==> config.mk <==
export PLATFORM = sky130hd
export DESIGN_NAME = switch_mcu_ifu_pf
export DESIGN_NICKNAME = d
export VERILOG_FILES = /design/src/rtl/switch_mcu_ahb_pkg.sv /design/src/rtl/switch_mcu_sync_fifo.sv /design/src/rtl/switch_mcu_ifu_pf.sv
export SDC_FILE = /design/constraint.sdc
export NUM_CORES = 1
export LEC_CHECK = 0
export ABC_AREA = 0
export BUFFER_PORTS_ARGS = -buffer_cell sky130_fd_sc_hd__buf_2
export CORE_UTILIZATION = 25
export DETAILED_ROUTE_END_ITERATION = 12
export PLACE_DENSITY = 0.47
export SLEW_MARGIN = 20
export SYNTH_ARGS = -nofsm -noshare
export SYNTH_HDL_FRONTEND = slang
export SYNTH_HIERARCHICAL = 1
export SYNTH_SLANG_ARGS = --single-unit
export TNS_END_PERCENT = 10
==> constraint.sdc <==
create_clock -name in_clk -period 4.35 [get_ports in_clk]
set_clock_uncertainty 0.2 [all_clocks]
set_input_delay 0.435 -clock in_clk [delete_from_list [all_inputs] [get_ports in_clk]]
set_output_delay 0.435 -clock in_clk [all_outputs]
set_load 0.02 [all_outputs]
==> src/rtl/switch_mcu_ahb_pkg.sv <==
// AHB-Lite encodings and IFU state type shared by the instruction-fetch slice.
package switch_mcu_ahb_pkg;

   localparam logic [1:0] HTRANS_IDLE   = 2'b00;
   localparam logic [1:0] HTRANS_NONSEQ = 2'b10;
   localparam logic [2:0] HSIZE_WORD    = 3'b010;
   localparam logic [2:0] HBURST_SINGLE = 3'b000;
   localparam logic [3:0] HPROT_OPCODE  = 4'b0010;

   typedef enum logic [1:0] {
      IFU_IDLE  = 2'b00,
      IFU_FETCH = 2'b01,
      IFU_HALT  = 2'b10
   } ifu_state_t;

endpackage

==> src/rtl/switch_mcu_sync_fifo.sv <==
// Synchronous FIFO with flush; pop data is zero when empty; 1-cycle push-to-visible latency.
// Push is refused when full unless a pop happens on the same edge; flush wins over push/pop.
module switch_mcu_sync_fifo #(
   parameter int WIDTH = 8,
   parameter int DEPTH = 4,
   localparam int AW = $clog2(DEPTH)
) (
   input  logic             clk,
   input  logic             rst_n,
   input  logic             push,
   input  logic [WIDTH-1:0] push_dat,
   input  logic             pop,
   input  logic             flush,
   output logic [WIDTH-1:0] pop_dat,
   output logic [AW:0]      count,
   output logic             full,
   output logic             empty
);

   logic [WIDTH-1:0] mem [DEPTH];
   logic [AW-1:0]    wr_ptr;
   logic [AW-1:0]    rd_ptr;
   logic             push_ok;
   logic             pop_ok;

   assign empty   = (count == '0);
   assign full    = (count == (AW+1)'(DEPTH));
   assign pop_ok  = pop & ~empty;
   assign push_ok = push & (~full | pop_ok);
   assign pop_dat = empty ? '0 : mem[rd_ptr];

   always_ff @(posedge clk or negedge rst_n) begin
      if (!rst_n) begin
         wr_ptr <= '0;
         rd_ptr <= '0;
         count  <= '0;
      end else if (flush) begin
         wr_ptr <= '0;
         rd_ptr <= '0;
         count  <= '0;
      end else begin
         if (push_ok) wr_ptr <= wr_ptr + AW'(1);
         if (pop_ok)  rd_ptr <= rd_ptr + AW'(1);
         case ({push_ok, pop_ok})
            2'b10:   count <= count + (AW+1)'(1);
            2'b01:   count <= count - (AW+1)'(1);
            default: ;
         endcase
      end
   end

   always_ff @(posedge clk) begin
      if (push_ok && !flush) mem[wr_ptr] <= push_dat;
   end

endmodule

==> src/rtl/switch_mcu_ifu_pf.sv <==
// AHB-Lite instruction fetch with prefetch FIFO; address cycle N -> inst valid in N+2.
// Issues only while FIFO entries plus in-flight transfers leave a free slot; decoder stall throttles the bus.
module switch_mcu_ifu_pf
   import switch_mcu_ahb_pkg::*;
#(
   parameter int              ADDR_W     = 32,
   parameter int              DATA_W     = 32,
   parameter int              FIFO_DEPTH = 4,
   parameter logic [ADDR_W-1:0] RESET_PC = '0
) (
   input  logic              in_clk,
   input  logic              in_rst,
   input  logic              in_init_done,
   input  logic              in_redirect,
   input  logic [ADDR_W-1:0] in_redirect_pc,
   input  logic              in_inst_ready,
   output logic              out_inst_valid,
   output logic [DATA_W-1:0] out_inst,
   output logic [ADDR_W-1:0] out_inst_pc,
   output logic              out_inst_err,
   input  logic              in_hready,
   input  logic              in_hresp,
   input  logic [DATA_W-1:0] in_hrdata,
   output logic [ADDR_W-1:0] out_haddr,
   output logic              out_hwrite,
   output logic [2:0]        out_hsize,
   output logic [2:0]        out_hburst,
   output logic [3:0]        out_hport,
   output logic [1:0]        out_htrans,
   output logic              out_hmastlock
);

   localparam int CNT_W = $clog2(FIFO_DEPTH) + 1;

   typedef struct packed {
      logic [ADDR_W-1:0] pc;
      logic [DATA_W-1:0] inst;
      logic              err;
   } ent_t;

   ifu_state_t        state, state_nxt;
   logic [ADDR_W-1:0] fetch_pc;
   logic [ADDR_W-1:0] ap_addr;
   logic              ap_hold;
   logic              ap_stale;
   logic              dph_vld;
   logic [ADDR_W-1:0] dph_pc;
   logic              dph_stale;

   logic [ADDR_W-1:0] addr_cur;
   logic [ADDR_W-1:0] redirect_pc_w;
   logic              stale_cur;
   logic              err_phase;
   logic              issue_new;
   logic              drive;
   logic              dph_done;
   logic              err_done;
   logic              push;
   logic              pop;
   logic              credit_ok;
   logic [CNT_W-1:0]  fifo_count;
   logic [CNT_W:0]    inflight;
   logic              fifo_full;
   logic              fifo_empty;
   ent_t              push_ent;
   ent_t              head_ent;

   assign out_hwrite    = 1'b0;
   assign out_hsize     = HSIZE_WORD;
   assign out_hburst    = HBURST_SINGLE;
   assign out_hport     = HPROT_OPCODE;
   assign out_hmastlock = 1'b0;

   assign redirect_pc_w = in_redirect_pc & ~ADDR_W'(3);
   assign inflight      = {1'b0, fifo_count} + {{CNT_W{1'b0}}, dph_vld};
   assign credit_ok     = ~fifo_full & (inflight < (CNT_W+1)'(FIFO_DEPTH));

   // A stalled address phase keeps its own address so a redirect cannot disturb it.
   assign addr_cur  = ap_hold ? ap_addr : fetch_pc;
   assign stale_cur = ap_hold & ap_stale;
   assign err_phase = dph_vld & in_hresp;
   assign issue_new = (state == IFU_FETCH) & in_init_done & credit_ok & ~in_redirect;
   assign drive     = (ap_hold | issue_new) & ~err_phase;

   assign out_htrans = drive ? HTRANS_NONSEQ : HTRANS_IDLE;
   assign out_haddr  = addr_cur;

   assign dph_done = dph_vld & in_hready;
   assign err_done = dph_done & in_hresp & ~dph_stale;
   assign push     = dph_done & ~dph_stale & ~in_redirect;
   assign pop      = out_inst_valid & in_inst_ready & ~in_redirect;

   assign push_ent.pc   = dph_pc;
   assign push_ent.inst = in_hresp ? '0 : in_hrdata;
   assign push_ent.err  = in_hresp;

   always_comb begin
      state_nxt = state;
      case (state)
         IFU_IDLE:  if (in_init_done) state_nxt = IFU_FETCH;
         IFU_FETCH: begin
            if (in_redirect)                               state_nxt = IFU_FETCH;
            else if (err_done)                             state_nxt = IFU_HALT;
            else if (!in_init_done && !ap_hold && !dph_vld) state_nxt = IFU_IDLE;
         end
         IFU_HALT:  if (in_redirect) state_nxt = IFU_FETCH;
         default:   state_nxt = IFU_IDLE;
      endcase
   end

   always_ff @(posedge in_clk or negedge in_rst) begin
      if (!in_rst) begin
         state     <= IFU_IDLE;
         fetch_pc  <= RESET_PC;
         ap_hold   <= 1'b0;
         ap_addr   <= '0;
         ap_stale  <= 1'b0;
         dph_vld   <= 1'b0;
         dph_pc    <= '0;
         dph_stale <= 1'b0;
      end else begin
         state <= state_nxt;

         if (in_redirect)
            fetch_pc <= redirect_pc_w;
         else if (drive && in_hready && !stale_cur)
            fetch_pc <= addr_cur + ADDR_W'(4);

         ap_hold <= drive & ~in_hready;
         if (drive && !in_hready) begin
            ap_addr  <= addr_cur;
            ap_stale <= stale_cur | in_redirect;
         end

         // Stale transfers still occupy a credit until their data phase retires.
         if (in_hready) begin
            dph_vld   <= drive;
            dph_pc    <= addr_cur;
            dph_stale <= stale_cur | in_redirect;
         end else if (in_redirect) begin
            dph_stale <= 1'b1;
         end
      end
   end

   switch_mcu_sync_fifo #(
      .WIDTH ($bits(ent_t)),
      .DEPTH (FIFO_DEPTH)
   ) u_fifo (
      .clk      (in_clk),
      .rst_n    (in_rst),
      .push     (push),
      .push_dat (push_ent),
      .pop      (pop),
      .flush    (in_redirect),
      .pop_dat  (head_ent),
      .count    (fifo_count),
      .full     (fifo_full),
      .empty    (fifo_empty)
   );

   assign out_inst_valid = ~fifo_empty;
   assign out_inst       = head_ent.inst;
   assign out_inst_pc    = head_ent.pc;
   assign out_inst_err   = head_ent.err;

endmodule
==> results.md, run 1 <==
- Setup TNS: 0 ns
- Hold Crit Class: in2reg
- Clock Sinks: 369
- Clock Pin Slew Worst Setup and Hold Paths: 0.05 ns
- Via count: 9444
- Cts bufs inserted: 43
- Worst VDD drop: 0.360 mV
- P&R area growth vs syn: 22.4%
- Worst setup SP type: register
- Internal power: 6.63 mW
- Simple-gate area share of the yosys netlist: 0.101
- Seq cells post-synth: 369
- I/O Buffers: 167
- RSZ-0062 raised after global routing: no
- YS warnings: 6
- Async S/R FF share, synth: 0.295
- Rows: 91
- Switch Pwr: 2.37 mW
- Skew-Pair Late Insertion Delay: 0.55 ns
- Worst Max-Slew Pin Slew: 0.888 ns
- Post-synthesis adder-cell area fraction: 0.00523
- # fillers: 6232
- Outcome: complete, no violations
- Chip Height: 253 µm
- Pwr Total: 9.00 mW
- Io pins: 183
- Detail Placement HPWL: 25800 µm
- Crit. End Element: output pin
- DR vias/cell: 4.41
- Largest family of logic cells by synthesized area: multiplexers
- Fin cells: 2142
- Final #Nets: 1347
- ANT nets after route: 0
- Share of Yosys cell area claimed by the top area cell type: 0.494
- Post-place instance area: 17600 µm²
- Wire per inst: 19.0 µm
- Synth unique cells: 65
- Register area: 10500 µm²
- First-pass GRT wire length: 61400 µm
- Area of the mapped netlist: 15800 µm²
- Dominant cell type by area after synthesis: edfxtp_1
- GRT Total Usage: 0.128
- DIE AREA: 64200 µm²
- Max-Cap Viols: 0
- Max-slew violation count: 0
- Fin. Hold Viols: 0
- Remaining DRCs: 0
- Finish-stage setup viols: 0
- Mux cell area share after synthesis: 0.113
- Final wirelength: 40700 µm
- Die Wd: 253 µm
- Area of the multi-input gates: 4730 µm²
- LEAKAGE: 6.96 nW
- Number of synthesized flops with an enable pin: 260
- Iter 0 DRT Violations: 499
- Largest net degree at the start of global routing: 69
- Crit Path Class: reg2out
- Synth Area in Compound Gates: 0.0669
- Power share of the clock group: 0.401
- Post-Synth XOR/XNOR Area: 0.00832
- Number of antenna violations at the first check in global routing: 0
- Via count of the first global-routing pass: 9672
- Syn avg cell area: 14.8 µm²
- Htree depth: 2
- Ys flop type: edfxtp_1
- First-pass iteration count of the detailed router: 4
- Clk Tree Root Cell: clkbuf_16
- Combinational power share: 0.116
- Ranking of synthesized cells by area: edfxtp_1, dfrtp_1, mux4_2
- Layout cells sized above 1: 0.267
- Max clock buf depth: 3
- Seq/Total Area, Yosys: 0.667
- Period utilization: 0.780
- Cell Pwr Density: 466 nW/µm²
- Final Instance Area: 19300 µm²
- Cell count after synthesis: 1065
- Final global-route overflow total: 0
- Core Area: 62100 µm²
- WP data required: 3.71 ns
- RePlAce Congestion: 0.778
- Starting Density: 0.255
- Flop pwr share: 0.483
- DP Cell Count: 2034
- CTS tree: yes
- Postcts setup bufs: 0
- Max-slew headroom: 0.408
- FMAX: 0.295 GHz
- Crit-path max FO: 46
- Post-CTS sizing: 0
- Switching power share of the total: 0.263
- Min Tclk post-route: 3.39 ns
- Crit path DAT: 2.76 ns
-- per-layer routing --
| layer | vias up | GRT usage | wire [µm] |
|---|---|---|---|
| li1 | 4405 | - | - |
| met1 | 4770 | 0.182 | 19500 |
| met2 | 217 | 0.199 | 18600 |
| met3 | 52 | 0.0220 | 1890 |
| met4 | 0 | 0.0345 | 712 |
| met5 | - | 0 | 0 |
-- cell families (layout without fill, tap and decap cells) --
logic type	Yosys count	in the layout
simple gates	288	288
compound gates	168	168
buf+inv	120	348
other cells	2	14
mux	97	97
xor+xnor	15	15
fa+ha+maj	6	6
flops	369	369
-- layout make-up --
type	instances	area share
Clock buffer	59	0.0619
Clock inverter	20	0.0113
Inverter	41	0.00796
Antenna cell	1	0.000129
Sequential cell	369	0.545
Timing Repair Buffer	228	0.0746
Tap cell	837	0.0542
Multi-Input combinational cell	587	0.245
-- layout by cell type (no fill, tap or decap), types with 5 or more instances in the layout --
cell type / n
nand4_1: 15
xnor2_1: 12
o211ai_1: 8
clkbuf_1: 11
dfrtp_1: 106
conb_1: 13
mux2i_1: 31
dlygate4sd3_1: 28
nor2_1: 73
a22oi_1: 22
buf_4: 28
nor3_1: 9
or4_1: 8
o31ai_1: 5
o22ai_1: 7
nand2_1: 20
a21oi_1: 79
buf_2: 166
o21ai_0: 16
buf_12: 6
edfxtp_1: 260
nand2b_1: 7
clkinv_1: 6
clkbuf_16: 44
clkinv_2: 6
mux4_2: 65
inv_1: 40
nand3_1: 21
ha_1: 5
nor2b_1: 100
-- synth_stat cells (3+ instances only) --
library cell,number
nand4_1,15
nand2b_1,7
o31ai_1,5
ha_1,5
nor3_1,10
dfrtp_1,109
o21ai_0,16
nand3b_1,3
nor2b_1,100
o21a_1,3
nor2_1,73
mux2i_1,31
a22oi_1,22
nand3_1,21
o211ai_1,8
and2_1,8
and3_1,4
nand2_1,20
nor4_1,3
nand4b_1,4
a211oi_1,4
or4_1,8
buf_4,18
xnor2_1,12
buf_1,6
inv_1,40
mux4_2,65
xor2_1,3
buf_2,16
a31oi_1,4
a21oi_1,80
clkbuf_1,31
o22ai_1,7
edfxtp_1,260
buf_6,7
-- state kept, by name, summed over array words and instances (netlist names) --
signal	count
state	2
ap_hold	1
dph_vld	1
u_fifo/count	3
fetch_pc	32
u_fifo/rd_ptr	2
dph_stale	1
u_fifo/mem	260
u_fifo/wr_ptr	2
ap_addr	32
dph_pc	32
ap_stale	1
-- path summary, 6_finish.rpt --
path                              startpoint            end  slack (ns)  cells past startpoint
min                        in_redirect_pc[8]    fetch_pc[8]        0.03                      3
max                                  ap_hold  out_haddr[12]        0.96                      4
max in group asynchronous             in_rst      dph_pc[7]        2.64                      3
max reg2reg                          ap_hold   fetch_pc[31]        0.97                      6
min reg2reg                      fetch_pc[3]    fetch_pc[3]        0.28                      2
min in group asynchronous             in_rst   fetch_pc[14]        0.31                      2
-- worst max-delay path: stages, from the launching register on --
cell	delay (ns)
dfrtp_2	0.63
buf_4	0.58
mux2i_1	0.59
inv_1	0.18
buf_2	0.21
-- power by group through the flow --
stage | sequential (mW) | clock, mW | combinational, mW
after global routing | 4.39 | 3.88 | 1.17
final | 4.35 | 3.61 | 1.05
after global placement | 4.40 | 0 | 1.02
after CTS | 4.35 | 3.75 | 1.06
after floorplan | 4.31 | 0 | 0.710
after detailed placement | 4.41 | 0 | 1.04
-- through the flow --
step / setup slack [ns] / util / hold slack [ns]
floorplan: 0.545 / - / -0.0606
detailed placement: 0.567 / 0.284 / 0.271
finish: 0.958 / 0.312 / 0.0290
global route: 0.751 / 0.311 / 0.0218
CTS: 0.877 / 0.311 / 0.000285
global placement: 0.629 / 0.284 / 0.259
-- timing repair --
item / in CTS / in global routing
hold buffers: 28 / 0
endpoints found under the setup margin: 0 / 0
endpoints found under the hold margin: 83 / 0
No activity file was read; power rests on OpenSTA's default activity.
==> run 2, diff against run 1 <==
==> constraint.sdc (replaced) <==
create_clock -name in_clk -period 3.4 [get_ports in_clk]
set_clock_uncertainty 0.2 [all_clocks]
set_input_delay 0.34 -clock in_clk [delete_from_list [all_inputs] [get_ports in_clk]]
set_output_delay 0.34 -clock in_clk [all_outputs]
set_load 0.02 [all_outputs]
==> run 2 against run 1 <==
Utilization increased by 0.43 points. Combinational power is 35% higher. Cell count rose by 1.8%. Die area unchanged. First-iteration DRC count rose by 4.4%. Sequential power up 28%. Setup slack worse by 0.65 ns. Non-clock buffer count grew 48. Critical path type unchanged. Highest routed layer unchanged.
==> results.md, run 2 (synthesis gave the netlist of run 1 again) <==
- Crit-path max cell delay: 0.63 ns (about the same)
- Outcome: complete, no violations (unchanged)
- Max clock buf depth: 3 (unchanged)
- Crit path launch: ap_hold (unchanged)
- LEAKAGE: 7.08 nW (was 6.96 nW)
- Largest register by flop count: u_fifo/mem (unchanged)
- Hold Crit Class: in2reg (unchanged)
- GRT Total Usage: 0.126 (was 0.128)
- Final #Nets: 1393 (was 1347)
- Remaining DRCs: 0 (unchanged)
- Crit-path max FO: 29 (was 46)
- Crit Path Class: reg2out (unchanged)
- Worst setup SP type: register (unchanged)
- Clock Sinks: 369 (unchanged)
- Fin util: 0.316 (was 0.312)
- Min-delay src: in_hrdata[13] (was in_redirect_pc[8])
- Period utilization: 0.909
- RePlAce Congestion: 0.781 (was 0.778)
- DP Cell Count: 2052 (was 2034)
- Starting Density: 0.255 (unchanged)
- Most frequent cells in the layout: edfxtp_1, buf_2, dfrtp_1 (unchanged)
- Number of antenna violations at the first check in global routing: 0 (unchanged)
- Hold Crit Depth: 2 (was 3)
- Wire per inst: 18.5 µm (was 19.0 µm)
- Detail Placement HPWL: 26100 µm (was 25800 µm)
- Finish-stage setup viols: 0 (unchanged)
- Die Wd: 253 µm (unchanged)
- Crit. End Element: output pin (unchanged)
- Largest net degree at the start of global routing: 69 (unchanged)
- Clk Tree Root Cell: clkbuf_16 (unchanged)
- I/O Buffers: 167 (unchanged)
- Skew-Pair Late Insertion Delay: 0.56 ns (was 0.55 ns)
- Crit path DAT: 2.55 ns (was 2.76 ns)
- Leading cell type in the layout, fill and taps excluded: edfxtp_1 (unchanged)
- Io pins: 183 (unchanged)
- Reg2reg path depth: 7 (was 6)
- Chip Height: 253 µm (unchanged)
- Via count of the first global-routing pass: 9838 (was 9672)
- Cell-by-cell trace of the critical path: buf_4 -> mux2i_1 -> inv_1 -> buf_2 (unchanged)
- Cts bufs inserted: 41 (was 43)
- RSZ-0062 raised after global routing: no (unchanged)
- Fin cells: 2181 (was 2142)
- Htree depth: 2 (unchanged)
- Core Area: 62100 µm² (unchanged)
- Fin. Hold Viols: 0 (unchanged)
- Final global-route overflow total: 0 (unchanged)
- Clock Pin Slew Worst Setup and Hold Paths: 0.06 ns (was 0.05 ns)
- Via count: 9642 (was 9444)
- Max reg flops: 260 (unchanged)
- Crit path to: out_haddr[13] (was out_haddr[12])
- FMAX: 0.324 GHz
- R2R Path End: u_fifo/mem[2][43] (was fetch_pc[31])
- Hold bufs inserted after CTS: 58 (was 28)
- CP max-delay cell: mux2i_1 (was dfrtp_2)
- Worst Max-Slew Pin Slew: 0.861 ns (was 0.888 ns)
- DIE AREA: 64200 µm² (unchanged)
- P&R area growth vs syn: 24.1% (was 22.4%)
- Max-Cap Viols: 0 (unchanged)
- R2r setup slk: 0.38 ns (was 0.97 ns)
- Layout cells sized above 1: 0.266 (was 0.267)
- Setup TNS: 0 ns (unchanged)
- CTS tree: yes (unchanged)
- Max-slew violation count: 0 (unchanged)
- Post-CTS sizing: 0 (unchanged)
- Min Tclk post-route: 3.09 ns
- Worst VDD drop: 0.298 mV (was 0.360 mV)
- # fillers: 6201 (was 6232)
- First-pass GRT wire length: 61100 µm (was 61400 µm)
- Rows: 91 (unchanged)
- First-pass iteration count of the detailed router: 4 (unchanged)
- Crit Reg-Reg Startpoint: u_fifo/count[1] (was ap_hold)
- Cell Pwr Density: 563 nW/µm² (was 466 nW/µm²)
- Iter 0 DRT Violations: 521 (was 499)
- DR vias/cell: 4.42 (was 4.41)
- WP data required: 2.86 ns (was 3.71 ns)
- Final wirelength: 40300 µm (was 40700 µm)
- Max-slew headroom: 0.426 (was 0.408)
- Postcts setup bufs: 0 (unchanged)
- ANT nets after route: 0 (unchanged)
-- run 2: cell count changes in the layout (fill, tap and decap cells not counted), sizes merged --
cell | previous run | this run
inv | 42 | 40
dlygate4sd3 | 28 | 58
clkinv | 13 | 15
buf | 200 | 218
bufinv | 4 | 0
clkinvlp | 2 | 1
clkbuf | 59 | 55
-- run 2: layout make-up --
class / count / area, µm² / share of cell area
repair buffers: 276 / 1900 / 0.0970
clock inverters: 15 / 80.1 / 0.00409
diodes: 1 / 2.50 / 0.000128
clock buffers: 55 / 1130 / 0.0576
multi-input cells: 587 / 4740 / 0.242
well taps: 837 / 1050 / 0.0534
flip-flops and latches: 369 / 10500 / 0.538
inverters: 41 / 154 / 0.00785
-- run 2: power by group --
group / internal [mW] / total [mW] / switching [mW]
Clock: 2.32 / 4.06 / 1.74
Sequential: 5.23 / 5.56 / 0.324
Combinational: 0.550 / 1.42 / 0.874
Total: 8.10 / 11.0 / 2.94
-- run 2: how the worst min path moves through the flow --
stage | end | slack, ns
3_3_place_gp | ap_addr[8] | 0.19
6_report | u_fifo/mem[2][14] | 0.04
5_1_grt | u_fifo/mem[2][14] | 0.005
4_1_cts | u_fifo/mem[3][24] | 0.0003
3_5_place_dp | fetch_pc[8] | 0.19
2_1_floorplan | ap_addr[0] | -0.16
-- run 2: critical path: cells and delay by family, from the launching register on --
kind | cells | cell delay [ns]
buffers and inverters | 3 | 0.75
DFF | 1 | 0.62
muxes | 1 | 0.63
-- run 2: per-stage QoR --
| step | power (mW) | hold WS, ns | setup WS [ns] | cell area [µm²] |
|---|---|---|---|---|
| after floorplan | 6.42 | -0.156 | -0.310 | 15800 |
| after global placement | 6.99 | 0.188 | 0.349 | 17800 |
| after detailed placement | 7.03 | 0.187 | 0.314 | 17800 |
| after CTS | 11.2 | 0.000266 | 0.175 | 19600 |
| after global routing | 11.6 | 0.00520 | 0.103 | 19600 |
| final | 11.0 | 0.0365 | 0.309 | 19600 |
-- run 2: routing by layer --
layer / track usage / up-vias / part of all wire
li1: - / 4492 / -
met4: 0.0350 / 0 / 0.021
met3: 0.0248 / 60 / 0.052
met2: 0.199 / 237 / 0.46
met1: 0.175 / 4853 / 0.46
met5: 0 / - / 0
